<file path="config.mk">
export PLATFORM = sky130hd
export DESIGN_NAME = multi_hart_boot_ctrl
export DESIGN_NICKNAME = d
export VERILOG_FILES = /design/src/rtl/boot_ctrl_pkg.sv /design/src/rtl/boot_ctrl_cnt.sv /design/src/rtl/multi_hart_boot_ctrl.sv
export SDC_FILE = /design/constraint.sdc
export NUM_CORES = 1
export LEC_CHECK = 0
export BUFFER_PORTS_ARGS = -buffer_cell sky130_fd_sc_hd__buf_2
export CORE_UTILIZATION = 30
export DETAILED_ROUTE_END_ITERATION = 10
export GPL_ROUTABILITY_DRIVEN = 1
export PLACE_DENSITY = 0.46
export SYNTH_ARGS = -nofsm -noshare
export SYNTH_HDL_FRONTEND = slang
export SYNTH_SLANG_ARGS = --single-unit
</file>
<file path="constraint.sdc">
create_clock -name clk_i -period 2.72 [get_ports clk_i]
set_clock_uncertainty 0.15 [all_clocks]
set_input_delay 0.544 -clock clk_i [delete_from_list [all_inputs] [get_ports clk_i]]
set_output_delay 0.544 -clock clk_i [all_outputs]
set_load 0.02 [all_outputs]
</file>
<file path="src/rtl/boot_ctrl_pkg.sv">
// Shared types and elaboration helpers for the multi-hart boot/exit sequencer.
// Parameter legality is computed here so the top can reject bad configurations at elaboration.
package boot_ctrl_pkg;

  typedef enum logic [2:0] {
    ST_IDLE    = 3'd0,
    ST_HOLD    = 3'd1,
    ST_STAGGER = 3'd2,
    ST_RUN     = 3'd3,
    ST_DONE    = 3'd4
  } boot_state_e;

  // Counter value at which the last hart's fetch enable is raised.
  function automatic int unsigned stagger_len(input int unsigned num_harts,
                                              input int unsigned stagger_cycles);
    return (num_harts - 1) * stagger_cycles;
  endfunction

  function automatic bit fits_cnt(input longint unsigned value, input int unsigned cnt_w);
    return (cnt_w >= 64) || (value < (64'd1 << cnt_w));
  endfunction

  function automatic bit params_legal(input int unsigned num_harts,
                                      input int unsigned rst_hold_cycles,
                                      input int unsigned stagger_cycles,
                                      input int unsigned timeout_cycles,
                                      input int unsigned cnt_w);
    return (num_harts >= 1) && (rst_hold_cycles >= 1) && (cnt_w >= 1) &&
           fits_cnt(longint'(rst_hold_cycles), cnt_w) &&
           fits_cnt(longint'(stagger_len(num_harts, stagger_cycles)), cnt_w) &&
           fits_cnt(longint'(timeout_cycles), cnt_w);
  endfunction

endpackage

</file>
<file path="src/rtl/boot_ctrl_cnt.sv">
// Clearable, saturating cycle counter with an equality compare against a terminal value.
// Clear has priority over increment; the count sticks at all-ones instead of wrapping.
module boot_ctrl_cnt #(
  parameter int unsigned CNT_W = 32
) (
  input  logic             clk_i,
  input  logic             rst_i,
  input  logic             clr_i,
  input  logic             inc_i,
  input  logic [CNT_W-1:0] term_i,
  output logic [CNT_W-1:0] cnt_o,
  output logic             hit_o
);

  logic [CNT_W-1:0] cnt_d, cnt_q;

  // NOTE: cnt_d gets its hold value first so every path assigns it and no latch is inferred.
  always_comb begin
    cnt_d = cnt_q;
    if (clr_i) begin
      cnt_d = '0;
    end else if (inc_i && (cnt_q != '1)) begin
      cnt_d = cnt_q + CNT_W'(1);
    end
  end

  // NOTE: state flops use non-blocking assignments so all registers update together at the edge.
  always_ff @(posedge clk_i or posedge rst_i) begin
    if (rst_i) begin
      cnt_q <= '0;
    end else begin
      cnt_q <= cnt_d;
    end
  end

  assign cnt_o = cnt_q;
  assign hit_o = (cnt_q == term_i);

endmodule

</file>
<file path="src/rtl/multi_hart_boot_ctrl.sv">
// Boot and exit sequencer: holds hart resets, staggers fetch enables, then aggregates
// per-hart exit reports (with optional watchdog) into one exit_valid/exit_zero pair.
module multi_hart_boot_ctrl
  import boot_ctrl_pkg::*;
#(
  parameter int unsigned NUM_HARTS       = 2,
  parameter int unsigned RST_HOLD_CYCLES = 16,
  parameter int unsigned STAGGER_CYCLES  = 4,
  parameter int unsigned TIMEOUT_CYCLES  = 0,
  parameter int unsigned CNT_W           = 32
) (
  input  logic                 clk_i,
  input  logic                 rst_i,
  input  logic                 fetch_enable_i,
  input  logic [NUM_HARTS-1:0] hart_exit_valid_i,
  input  logic [NUM_HARTS-1:0] hart_exit_zero_i,
  output logic [NUM_HARTS-1:0] hart_rst_no,
  output logic [NUM_HARTS-1:0] hart_fetch_enable_o,
  output logic [NUM_HARTS-1:0] exit_mask_o,
  output logic                 exit_valid_o,
  output logic                 exit_zero_o,
  output logic                 timeout_o,
  output logic [2:0]           state_o
);

  if (!params_legal(NUM_HARTS, RST_HOLD_CYCLES, STAGGER_CYCLES, TIMEOUT_CYCLES, CNT_W))
  begin : g_bad_params
    $error("multi_hart_boot_ctrl: illegal parameter combination");
  end

  localparam logic [CNT_W-1:0] HOLD_LAST    = CNT_W'(RST_HOLD_CYCLES - 1);
  localparam logic [CNT_W-1:0] STAGGER_LAST = CNT_W'(stagger_len(NUM_HARTS, STAGGER_CYCLES));
  localparam logic [CNT_W-1:0] TIMEOUT_LAST =
    (TIMEOUT_CYCLES == 0) ? '0 : CNT_W'(TIMEOUT_CYCLES - 1);
  localparam logic [NUM_HARTS-1:0] ALL_HARTS = '1;

  boot_state_e          state_d, state_q;
  logic [NUM_HARTS-1:0] rst_n_d, rst_n_q;
  logic [NUM_HARTS-1:0] fetch_d, fetch_q;
  logic [NUM_HARTS-1:0] mask_d, mask_q;
  logic [NUM_HARTS-1:0] zero_d, zero_q;
  logic                 exit_valid_d, exit_valid_q;
  logic                 exit_zero_d, exit_zero_q;
  logic                 timeout_d, timeout_q;

  logic [NUM_HARTS-1:0] exit_seen, new_exit;
  logic                 cnt_clr, cnt_inc, cnt_hit;
  logic [CNT_W-1:0]     cnt_term, cnt_val;

  boot_ctrl_cnt #(
    .CNT_W (CNT_W)
  ) u_cnt (
    .clk_i  (clk_i),
    .rst_i  (rst_i),
    .clr_i  (cnt_clr),
    .inc_i  (cnt_inc),
    .term_i (cnt_term),
    .cnt_o  (cnt_val),
    .hit_o  (cnt_hit)
  );

  always_comb begin
    state_d      = state_q;
    rst_n_d      = rst_n_q;
    fetch_d      = fetch_q;
    exit_valid_d = exit_valid_q;
    exit_zero_d  = exit_zero_q;
    timeout_d    = timeout_q;
    cnt_clr      = 1'b0;
    cnt_inc      = 1'b0;
    cnt_term     = '0;

    // Only harts that are fetching may report; a zero flag is latched on the first report only.
    exit_seen = hart_exit_valid_i & fetch_q;
    new_exit  = exit_seen & ~mask_q;
    mask_d    = mask_q | exit_seen;
    zero_d    = zero_q | (new_exit & hart_exit_zero_i);

    case (state_q)
      ST_IDLE: begin
        rst_n_d      = '0;
        fetch_d      = '0;
        mask_d       = '0;
        zero_d       = '0;
        exit_valid_d = 1'b0;
        exit_zero_d  = 1'b0;
        timeout_d    = 1'b0;
        cnt_clr      = 1'b1;
        if (fetch_enable_i) begin
          state_d = ST_HOLD;
        end
      end
      ST_HOLD: begin
        cnt_inc  = 1'b1;
        cnt_term = HOLD_LAST;
        if (cnt_hit) begin
          rst_n_d = '1;
          state_d = ST_STAGGER;
          cnt_clr = 1'b1;
        end
      end
      ST_STAGGER: begin
        cnt_inc  = 1'b1;
        cnt_term = STAGGER_LAST;
        for (int unsigned k = 0; k < NUM_HARTS; k++) begin
          if (cnt_val == CNT_W'(STAGGER_CYCLES * k)) begin
            fetch_d[k] = 1'b1;
          end
        end
        if (cnt_hit) begin
          state_d = ST_RUN;
          cnt_clr = 1'b1;
        end
      end
      ST_RUN: begin
        cnt_inc  = 1'b1;
        cnt_term = TIMEOUT_LAST;
        if (mask_d == ALL_HARTS) begin
          state_d      = ST_DONE;
          exit_valid_d = 1'b1;
          exit_zero_d  = &zero_d;
          timeout_d    = 1'b0;
        end else if ((TIMEOUT_CYCLES != 0) && cnt_hit) begin
          state_d      = ST_DONE;
          exit_valid_d = 1'b1;
          exit_zero_d  = 1'b0;
          timeout_d    = 1'b1;
        end
      end
      ST_DONE: begin
        // Aggregated result stays frozen; only the mask keeps tracking late exits.
      end
      default: begin
        state_d = ST_IDLE;
      end
    endcase

    // Dropping the request from any active state returns to IDLE without an exit report.
    if (!fetch_enable_i && (state_q != ST_IDLE)) begin
      state_d      = ST_IDLE;
      rst_n_d      = '0;
      fetch_d      = '0;
      mask_d       = '0;
      zero_d       = '0;
      exit_valid_d = 1'b0;
      exit_zero_d  = 1'b0;
      timeout_d    = 1'b0;
      cnt_clr      = 1'b1;
    end
  end

  always_ff @(posedge clk_i or posedge rst_i) begin
    if (rst_i) begin
      state_q      <= ST_IDLE;
      rst_n_q      <= '0;
      fetch_q      <= '0;
      mask_q       <= '0;
      zero_q       <= '0;
      exit_valid_q <= 1'b0;
      exit_zero_q  <= 1'b0;
      timeout_q    <= 1'b0;
    end else begin
      state_q      <= state_d;
      rst_n_q      <= rst_n_d;
      fetch_q      <= fetch_d;
      mask_q       <= mask_d;
      zero_q       <= zero_d;
      exit_valid_q <= exit_valid_d;
      exit_zero_q  <= exit_zero_d;
      timeout_q    <= timeout_d;
    end
  end

  assign hart_rst_no         = rst_n_q;
  assign hart_fetch_enable_o = fetch_q;
  assign exit_mask_o         = mask_q;
  assign exit_valid_o        = exit_valid_q;
  assign exit_zero_o         = exit_zero_q;
  assign timeout_o           = timeout_q;
  assign state_o             = state_q;

endmodule
</file>
==> results of run 1 <==
registers in the layout, summed over array words and instances, names as in the netlist:
| name | cells |
|---|---|
| exit_mask_o | 2 |
| exit_zero_o | 1 |
| u_cnt.cnt_o | 32 |
| hart_rst_no | 1 |
| exit_valid_o | 1 |
| hart_fetch_enable_o | 2 |
| state_o | 3 |
| zero_q | 2 |
cells in the final DEF (no fill, tap or decap), types with 2 or more instances in the layout:
cell,n
inv_1,10
a31oi_1,5
dfrtp_1,44
nand3_1,13
nor2b_1,3
o21ai_0,12
a211oi_1,3
or4_1,3
nor4_1,15
xor2_1,5
o21ba_2,3
buf_2,17
or3_1,7
a21oi_1,21
a311oi_1,3
nand4_1,14
nor3_1,10
clkbuf_8,5
or3_4,2
buf_4,10
ha_1,2
and4_1,4
xnor2_1,10
a31o_2,3
and3_1,6
a41oi_1,4
nand2_1,19
nor2_1,30
o31ai_1,3
mux2i_1,2
cell usage after synthesis (2+ instances only):
library cell  count  share of area
a211oi_1          3         0.0086
a21oi_1          21          0.040
a311oi_1          3          0.010
a31o_2            3          0.010
a31oi_1           5          0.012
a41oi_1           4          0.013
and3_1            6          0.014
and4_1            4          0.013
buf_4             4          0.011
buf_6             3          0.013
clkbuf_1          6         0.0086
dfrtp_1          44           0.42
ha_1              2         0.0095
inv_1            11          0.016
mux2i_1           2         0.0076
nand2_1          19          0.027
nand3_1          13          0.025
nand4_1          14          0.033
nor2_1           30          0.043
nor2b_1           3         0.0072
nor3_1           10          0.019
nor4_1           15          0.036
o21ai_0          12          0.023
o21ba_2           3          0.011
o31ai_1           3         0.0086
or3_1             7          0.017
or3_4             2         0.0086
or4_1             3         0.0086
xnor2_1          10          0.033
xor2_1            5          0.017
per-layer routing:
layer  GRT usage  vias up  share of wire  wire [um]
met1       0.238     1127           0.51       3470
met3      0.0295        6          0.033        220
met2       0.235       41           0.44       2980
met5           0        -              0          0
met4      0.0522        0          0.012         81
li1            -     1123              -          -
how the worst min path moves through the flow:
stage               from                endpoint  slack [ns]  cells after the start
2_1_floorplan  zero_q[0]               zero_q[0]        0.32                      2
3_3_place_gp   zero_q[0]               zero_q[0]        0.35                      2
3_5_place_dp   zero_q[0]               zero_q[0]        0.34                      2
4_1_cts            rst_i  hart_fetch_enable_o[0]        0.04                      2
5_1_grt            rst_i               zero_q[0]        0.05                      2
6_report           rst_i          exit_mask_o[0]        0.03                      2
logic make-up after synthesis:
family                     count (synthesis)  synth area share
xor gates and xnor gates                  15            0.0501
adders and majority gates                  2           0.00955
other                                      1           0.00143
DFF                                       44             0.420
buffers and inverters                     27            0.0554
AOI/OAI and AO/OA                         64             0.160
muxes                                      3            0.0119
and+or+nand+nor                          137             0.292
power by group:
part / total [mW] / switching [mW] / leakage [nW] / internal [mW]
Sequential: 0.701 / 0.0278 / 0.612 / 0.673
Combinational: 0.369 / 0.236 / 0.435 / 0.134
Clock: 0.501 / 0.228 / 0.0552 / 0.273
cell type report:
class,count,area [sq um],share of cell area
clock inverters,2,35.0,0.0120
multi-input cells,222,1370,0.471
flip-flops and latches,44,1100,0.378
clock buffers,6,72.6,0.0249
inverters,11,41.3,0.0142
repair buffers,27,160,0.0549
well taps,105,131,0.0451
==> impl_metrics.yaml, run 1 <==
critical_path:
  required_ns: 2.78
  start_kind: "flop"
  crit_path_top_delay_cell: "or4_4"
  crit_end: "u_cnt.cnt_o[27]"
  slowest_delay_ns: 0.58
  path_depth: 5
  path_delay_family: "simple AND/OR/NAND/NOR gates"
  crit_fanout: 10
  rr_startpoint: "u_cnt.cnt_o[3]"
  reg2regPathDepth: 5
  crit_chain: "and4_1 > nand3_4 > or4_4 > or3_1 > a21oi_1"
  crit_type: "flop to flop"
  end_kind: "flop"
  r2r_end: "u_cnt.cnt_o[27]"
  worstSetupStartpoint: "u_cnt.cnt_o[3]"
  critPathArrivalTime_ns: 2.50
  crit_buf_inv: 0
  reg2reg_setup_slack_ns: 0.28
placement:
  dp_slack_ns: 0.297
  port_buffers: 17
  finalWeightedCongestion: 0.862
  dp_cells: 409
  dp_hpwl_um: 4960
  dpl-instance-area_sq_mm: 0.00281
clocking:
  cts_buffer_depth: 2
  clkSinkCount: 44
  cts_tree: "done"
  clk_latency_ns: 0.30
  htree_levels: 2
  clkTransAtPathRegs_ns: 0.09
  cts_setup_buffers: 0
  cts_resized: 0
  ctsHoldBuffers: 0
  cts_root_buf: "clkbuf_8"
  cts_made_buffers: 5
power:
  powerDensity_mw_per_mm2: 539
  p_leak_nw: 1.10
  peakVddDrop_uv: 190
  power_mw: 1.57
yosys:
  ys.flop_type: "dfrtp_1"
  yosys_warnings: 0
  post_synth.cell_area_avg_sq_um: 8.94
  ys_ff_latch: 44
  synth_edf_count: 0
  synth_nets: 302
  ys_types: 53
  synth_area_sq_mm: 0.00262
  async_flop_share: 1.00
  ys_seq_area_frac: 0.420
  synth_cells: 293
grt:
  grt_max_degree: 18
  grt_pass1_wl_um: 11300
  grt_use_total: 0.161
  grt_pass1_vias: 2124
  overflow: 0
  grt_antenna_before_repair: 0
sta:
  setup_viol: 0
  rsz0062_at_grt: "no"
  max_slew_margin: 0.511
  finalHoldViolations: 0
  post-route-period-util: 0.898
  drv_slew: 0
  worst_slew_pin_slew_ns: 0.732
  hold_slack_ns: 0.0266
  fmax_mhz: 410
  tns_ns: 0
  min_period_ns: 2.44
  fin_ws_ns: 0.279
cells_and_area:
  syn2layout_area_growth_pct: 11.3
  diodes: 0
  fin_cells: 417
  final_nets: 320
  fin_area_sq_mm: 0.00292
  fillers: 888
  layout-drive-gt1-share: 0.157
  final_util: 0.350
route:
  wl_per_cell_um: 16.2
  first_iter_violations: 183
  drtAntennaViolNets: 0
  drt-total-wl_um: 6750
  vias_per_cell: 5.51
  dr_total_vias: 2297
  drc: 0
  firstDrtPassIters: 4
job:
  max-cap-violations: 0
floorplan:
  ioPinCount: 19
  die_y_um: 95.5
  coreArea_sq_mm: 0.00834
  start_util: 0.314
  rows: 33
  dieWidth_um: 95.5
  dieArea_sq_mm: 0.00911
status:
  status: "completed"
worst_hold_path:
  hold_class: "input pin to asynchronous set/reset pin"
Power figures use the tool's default switching activity.
==> run 2, diff against run 1 <==
CORE_ASPECT_RATIO = 0.75   (was not set)
CORE_UTILIZATION = 35   (was 30)
PLACE_DENSITY = 0.52   (was 0.46)
==> impl_metrics.yaml, run 2 (synthesis gave the netlist of run 1 again) <==
cells_and_area:
  fin_area_sq_mm: 0.00293
  fillers: 700
  largest_reg_flops: 32
  diodes: 0
  layout-drive-gt1-share: 0.166
  final_nets: 323
  final_util: 0.417
  final_cell_mix: "dfrtp_1 (44), nor2_1 (30), a21oi_1 (21)"
  final_common_cell: "dfrtp_1"
  fin_cells: 412
  syn2layout_area_growth_pct: 11.8
placement:
  finalWeightedCongestion: 0.948
  dp_hpwl_um: 4960
  dp_cells: 405
  dp_slack_ns: 0.434
  port_buffers: 17
  dpl-instance-area_sq_mm: 0.00283
power:
  power_mw: 1.53
  powerDensity_mw_per_mm2: 523
  peakVddDrop_uv: 209
  p_leak_nw: 1.12
clocking:
  ctsHoldBuffers: 0
  cts_setup_buffers: 0
  cts_tree: "done"
  htree_levels: 2
  cts_root_buf: "clkbuf_8"
  clk_latency_ns: 0.31
  cts_made_buffers: 5
  cts_buffer_depth: 2
  clkTransAtPathRegs_ns: 0.09
  clkSinkCount: 44
  cts_resized: 0
sta:
  rsz0062_at_grt: "no"
  worst_slew_pin_slew_ns: 0.709
  post-route-period-util: 0.850
  setup_viol: 0
  max_slew_margin: 0.526
  drv_slew: 0
  tns_ns: 0
  fmax_mhz: 432
  min_period_ns: 2.31
  finalHoldViolations: 0
  fin_ws_ns: 0.407
  hold_slack_ns: 0.0906
critical_path:
  rr_startpoint: "u_cnt.cnt_o[4]"
  critPathArrivalTime_ns: 2.39
  reg2regPathDepth: 5
  reg2reg_setup_slack_ns: 0.41
  crit_fanout: 8
  crit_path_top_delay_cell: "or4_4"
  worstSetupStartpoint: "u_cnt.cnt_o[4]"
  crit_chain: "and4_1 > nand3_4 > or4_4 > or3_1 > a21oi_1"
  end_kind: "flop"
  path_depth: 5
  required_ns: 2.80
  crit_type: "flop to flop"
  start_kind: "flop"
  path_delay_family: "simple AND/OR/NAND/NOR gates"
  crit_buf_inv: 0
  slowest_delay_ns: 0.58
route:
  firstDrtPassIters: 4
  dr_total_vias: 2361
  drc: 0
  first_iter_violations: 169
  vias_per_cell: 5.73
  drt-total-wl_um: 6740
  wl_per_cell_um: 16.3
  drtAntennaViolNets: 0
floorplan:
  dieArea_sq_mm: 0.00784
  coreArea_sq_mm: 0.00703
  die_y_um: 76.9
  start_util: 0.373
  ioPinCount: 19
  dieWidth_um: 102
  rows: 26
grt:
  overflow: 0
  grt_pass1_wl_um: 11400
  grt_use_total: 0.188
  grt_antenna_before_repair: 0
  grt_max_degree: 45
  grt_pass1_vias: 2111
worst_hold_path:
  hold_class: "input pin to asynchronous set/reset pin"
job:
  max-cap-violations: 0
status:
  status: "completed"
[run 2: per-layer routing]
layer | track usage | vias to the layer above | share of wire
li1 | - | 1135 | -
met1 | 0.318 | 1146 | 0.55
met2 | 0.234 | 76 | 0.38
met3 | 0.0337 | 4 | 0.060
met4 | 0.0471 | 0 | 0.0062
met5 | 0 | - | 0
[run 2: layout make-up]
type | instances | area [sq um] | area share
multi-input cells | 222 | 1370 | 0.469
flip-flops and latches | 44 | 1100 | 0.376
repair buffers | 30 | 195 | 0.0666
well taps | 98 | 123 | 0.0418
clock buffers | 7 | 96.3 | 0.0329
inverters | 11 | 41.3 | 0.0141
[run 2: worst paths after layout]
kind / to
max: u_cnt.cnt_o[27]
min: state_o[0]
max reg2reg: u_cnt.cnt_o[27]
min reg2reg: zero_q[1]
max in group asynchronous: zero_q[1]
min in group clk_i: zero_q[1]
[run 2: worst min-delay path: stages]
cell and delay [ns]:
buf_2 0.10, inv_2 0.06, buf_12 0.23
[run 2: report_power, final]
group	total, mW	internal [mW]	switching [mW]
sequential	0.702	0.673	0.0288
combinational	0.372	0.136	0.236
clock	0.459	0.227	0.233
==> run 3, diff against run 2 <==
ABC_AREA = 1   (was not set)
==> impl_metrics.yaml, run 3 <==
cells_and_area:
  fillers: 935
  final_cell_mix: "nand2_1 (163), nor2_1 (98), dfrtp_1 (44)"
  largest_reg_flops: 32
  syn2layout_area_growth_pct: 9.96
  seq_area_sq_mm: 0.00110
  final_nets: 501
  final_common_cell: "nand2_1"
  multi_input_area_sq_mm: 0.00178
  diodes: 0
  layout-drive-gt1-share: 0.122
  fin_cells: 601
route:
  firstDrtPassIters: 7
  first_iter_violations: 214
  drc: 5
  drt-total-wl_um: 8000
  wl_per_cell_um: 13.3
  dr_total_vias: 2897
  drtAntennaViolNets: 0
  vias_per_cell: 4.82
yosys:
  ys_ff_latch: 44
  post_synth.cell_area_avg_sq_um: 6.61
  synth_cells: 475
  ys.flop_type: "dfrtp_1"
  synth_nets: 484
  post-synth-top-count-cell: "nand2_1"
  synth_common_cells: "nand2_1 (163), nor2_1 (98), dfrtp_1 (44)"
  yosys.area.top_type: "dfrtp_1"
  ys_seq_area_frac: 0.350
  synth_top_area_share: 0.350
  async_flop_share: 1.00
  synth_edf_count: 0
  ys_types: 30
  synthTopCellsByArea: "dfrtp_1 (35%), nand2_1 (19%), nor2_1 (12%)"
  synth_area_sq_mm: 0.00314
  yosys_warnings: 0
clocking:
  cts_buffer_depth: 2
  clkTransAtPathRegs_ns: 0.06
  cts_resized: 0
  clk_latency_ns: 0.29
  cts_root_buf: "clkbuf_16"
  ctsHoldBuffers: 0
  cts_tree: "done"
  cts_made_buffers: 5
  htree_levels: 2
  cts_setup_buffers: 0
  clkSinkCount: 44
floorplan:
  rows: 29
  dieArea_sq_mm: 0.00936
  dieWidth_um: 111
  start_util: 0.365
  die_y_um: 84.1
  ioPinCount: 19
  coreArea_sq_mm: 0.00860
sta:
  finalHoldViolations: 0
  max_slew_margin: 0.627
  setup_viol: 0
  hold_slack_ns: 0.130
  tns_ns: 0
  fmax_mhz: 443
  post-route-period-util: 0.831
  rsz0062_at_grt: "no"
  worst_slew_pin_slew_ns: 0.553
  fin_ws_ns: 0.461
  drv_slew: 0
  min_period_ns: 2.26
critical_path:
  crit_fanout: 17
  crit_buf_inv: 1
  path_delay_family: "simple AND/OR/NAND/NOR gates"
  crit_chain: "ha_1 > nand2_2 > nor2_4 > nand2_4 > nor2_8 > a21oi_4 > buf_4 > nand3_1 > nand2_1 > nor2_1"
  crit_path_top_delay_cell: "dfrtp_1"
  required_ns: 2.75
  critPathArrivalTime_ns: 2.29
  start_kind: "flop"
  end_kind: "flop"
  slowest_delay_ns: 0.44
  crit_type: "flop to flop"
grt:
  grt_use_total: 0.185
  grt_pass1_wl_um: 13700
  overflow: 0
  grt_max_degree: 24
  grt_antenna_before_repair: 0
  grt_pass1_vias: 2684
placement:
  finalWeightedCongestion: 0.877
  dp_cells: 593
  dp_hpwl_um: 6270
  dp_slack_ns: 0.477
  port_buffers: 17
power:
  p_leak_nw: 1.60
  peakVddDrop_uv: 334
  powerDensity_mw_per_mm2: 639
worst_hold_path:
  hold_class: "input pin to asynchronous set/reset pin"
job:
  max-cap-violations: 0
status:
  status: "finished with violations"
  violations: "design-rule violations"
## run 3: changes by cell type after synthesis, sizes merged, moves of 9 or more
| cell | before | now |
|---|---|---|
| inv | 11 | 45 |
| xnor2 | 10 | 1 |
| nand3b | 0 | 14 |
| or3 | 9 | 0 |
| nand3 | 15 | 28 |
| nand2 | 19 | 172 |
| nor4 | 15 | 0 |
| nor2 | 30 | 111 |
| a21oi | 21 | 10 |
## run 3: per-layer routing
metal | global-route usage | wire [um]
met5 | 0 | 0
met1 | 0.291 | 4420
met4 | 0.0442 | 63
met2 | 0.255 | 3160
met3 | 0.0341 | 359
## run 3: through the flow
| step | power (mW) | utilization | instance area (sq um) |
|---|---|---|---|
| 3_3_place_gp | 1.59 | 0.385 | 3310 |
| 4_1_cts | 2.23 | 0.402 | 3450 |
| 3_5_place_dp | 1.61 | 0.385 | 3310 |
| 6_report | 2.21 | 0.402 | 3450 |
| 5_1_grt | 2.36 | 0.402 | 3450 |
| 2_1_floorplan | 1.45 | - | 3140 |
## run 3: cell families after synthesis
logic type               synth area share
flip-flops                          0.350
AO/OA/AOI/OAI                      0.0414
AND/OR/NAND/NOR                     0.481
adder cells (fa/ha/maj)           0.00796
buffers and inverters              0.0844
XOR/XNOR                           0.0335
other                             0.00119
## run 3: cell type report
| class | count | share of cell area |
|---|---|---|
| tap | 108 | 0.0391 |
| inverter | 45 | 0.0489 |
| multi-input combinational | 375 | 0.514 |
| clock buffer | 8 | 0.0424 |
| timing repair buffer | 21 | 0.0369 |
| sequential | 44 | 0.319 |
## run 3: final timing paths
path | start | end | slack (ns) | depth (start not counted)
min reg2reg | exit_valid_o | exit_valid_o | 0.33 | 2
max in group asynchronous | rst_i | u_cnt.cnt_o[7] | 1.78 | 3
min in group clk_i | exit_valid_o | exit_valid_o | 0.33 | 2
min | rst_i | u_cnt.cnt_o[2] | 0.13 | 2
max | u_cnt.cnt_o[0] | u_cnt.cnt_o[28] | 0.46 | 10
max reg2reg | u_cnt.cnt_o[0] | u_cnt.cnt_o[28] | 0.46 | 10
## run 3: worst reg2reg max path, cell delays in order, from the launching register on
cell and delay, ns:
dfrtp_1 0.44, ha_1 0.28, nand2_2 0.11, nor2_4 0.05
nand2_4 0.09, nor2_8 0.05, a21oi_4 0.43, buf_4 0.33
nand3_1 0.11, nand2_1 0.06, nor2_1 0.04
## run 3: power by group
part | switching [mW] | internal [mW] | leakage (nW) | total, mW
clock network | 0.244 | 0.366 | 0.0712 | 0.611
logic | 0.632 | 0.226 | 0.920 | 0.858
registers | 0.0509 | 0.687 | 0.612 | 0.738
total | 0.927 | 1.28 | 1.60 | 2.21
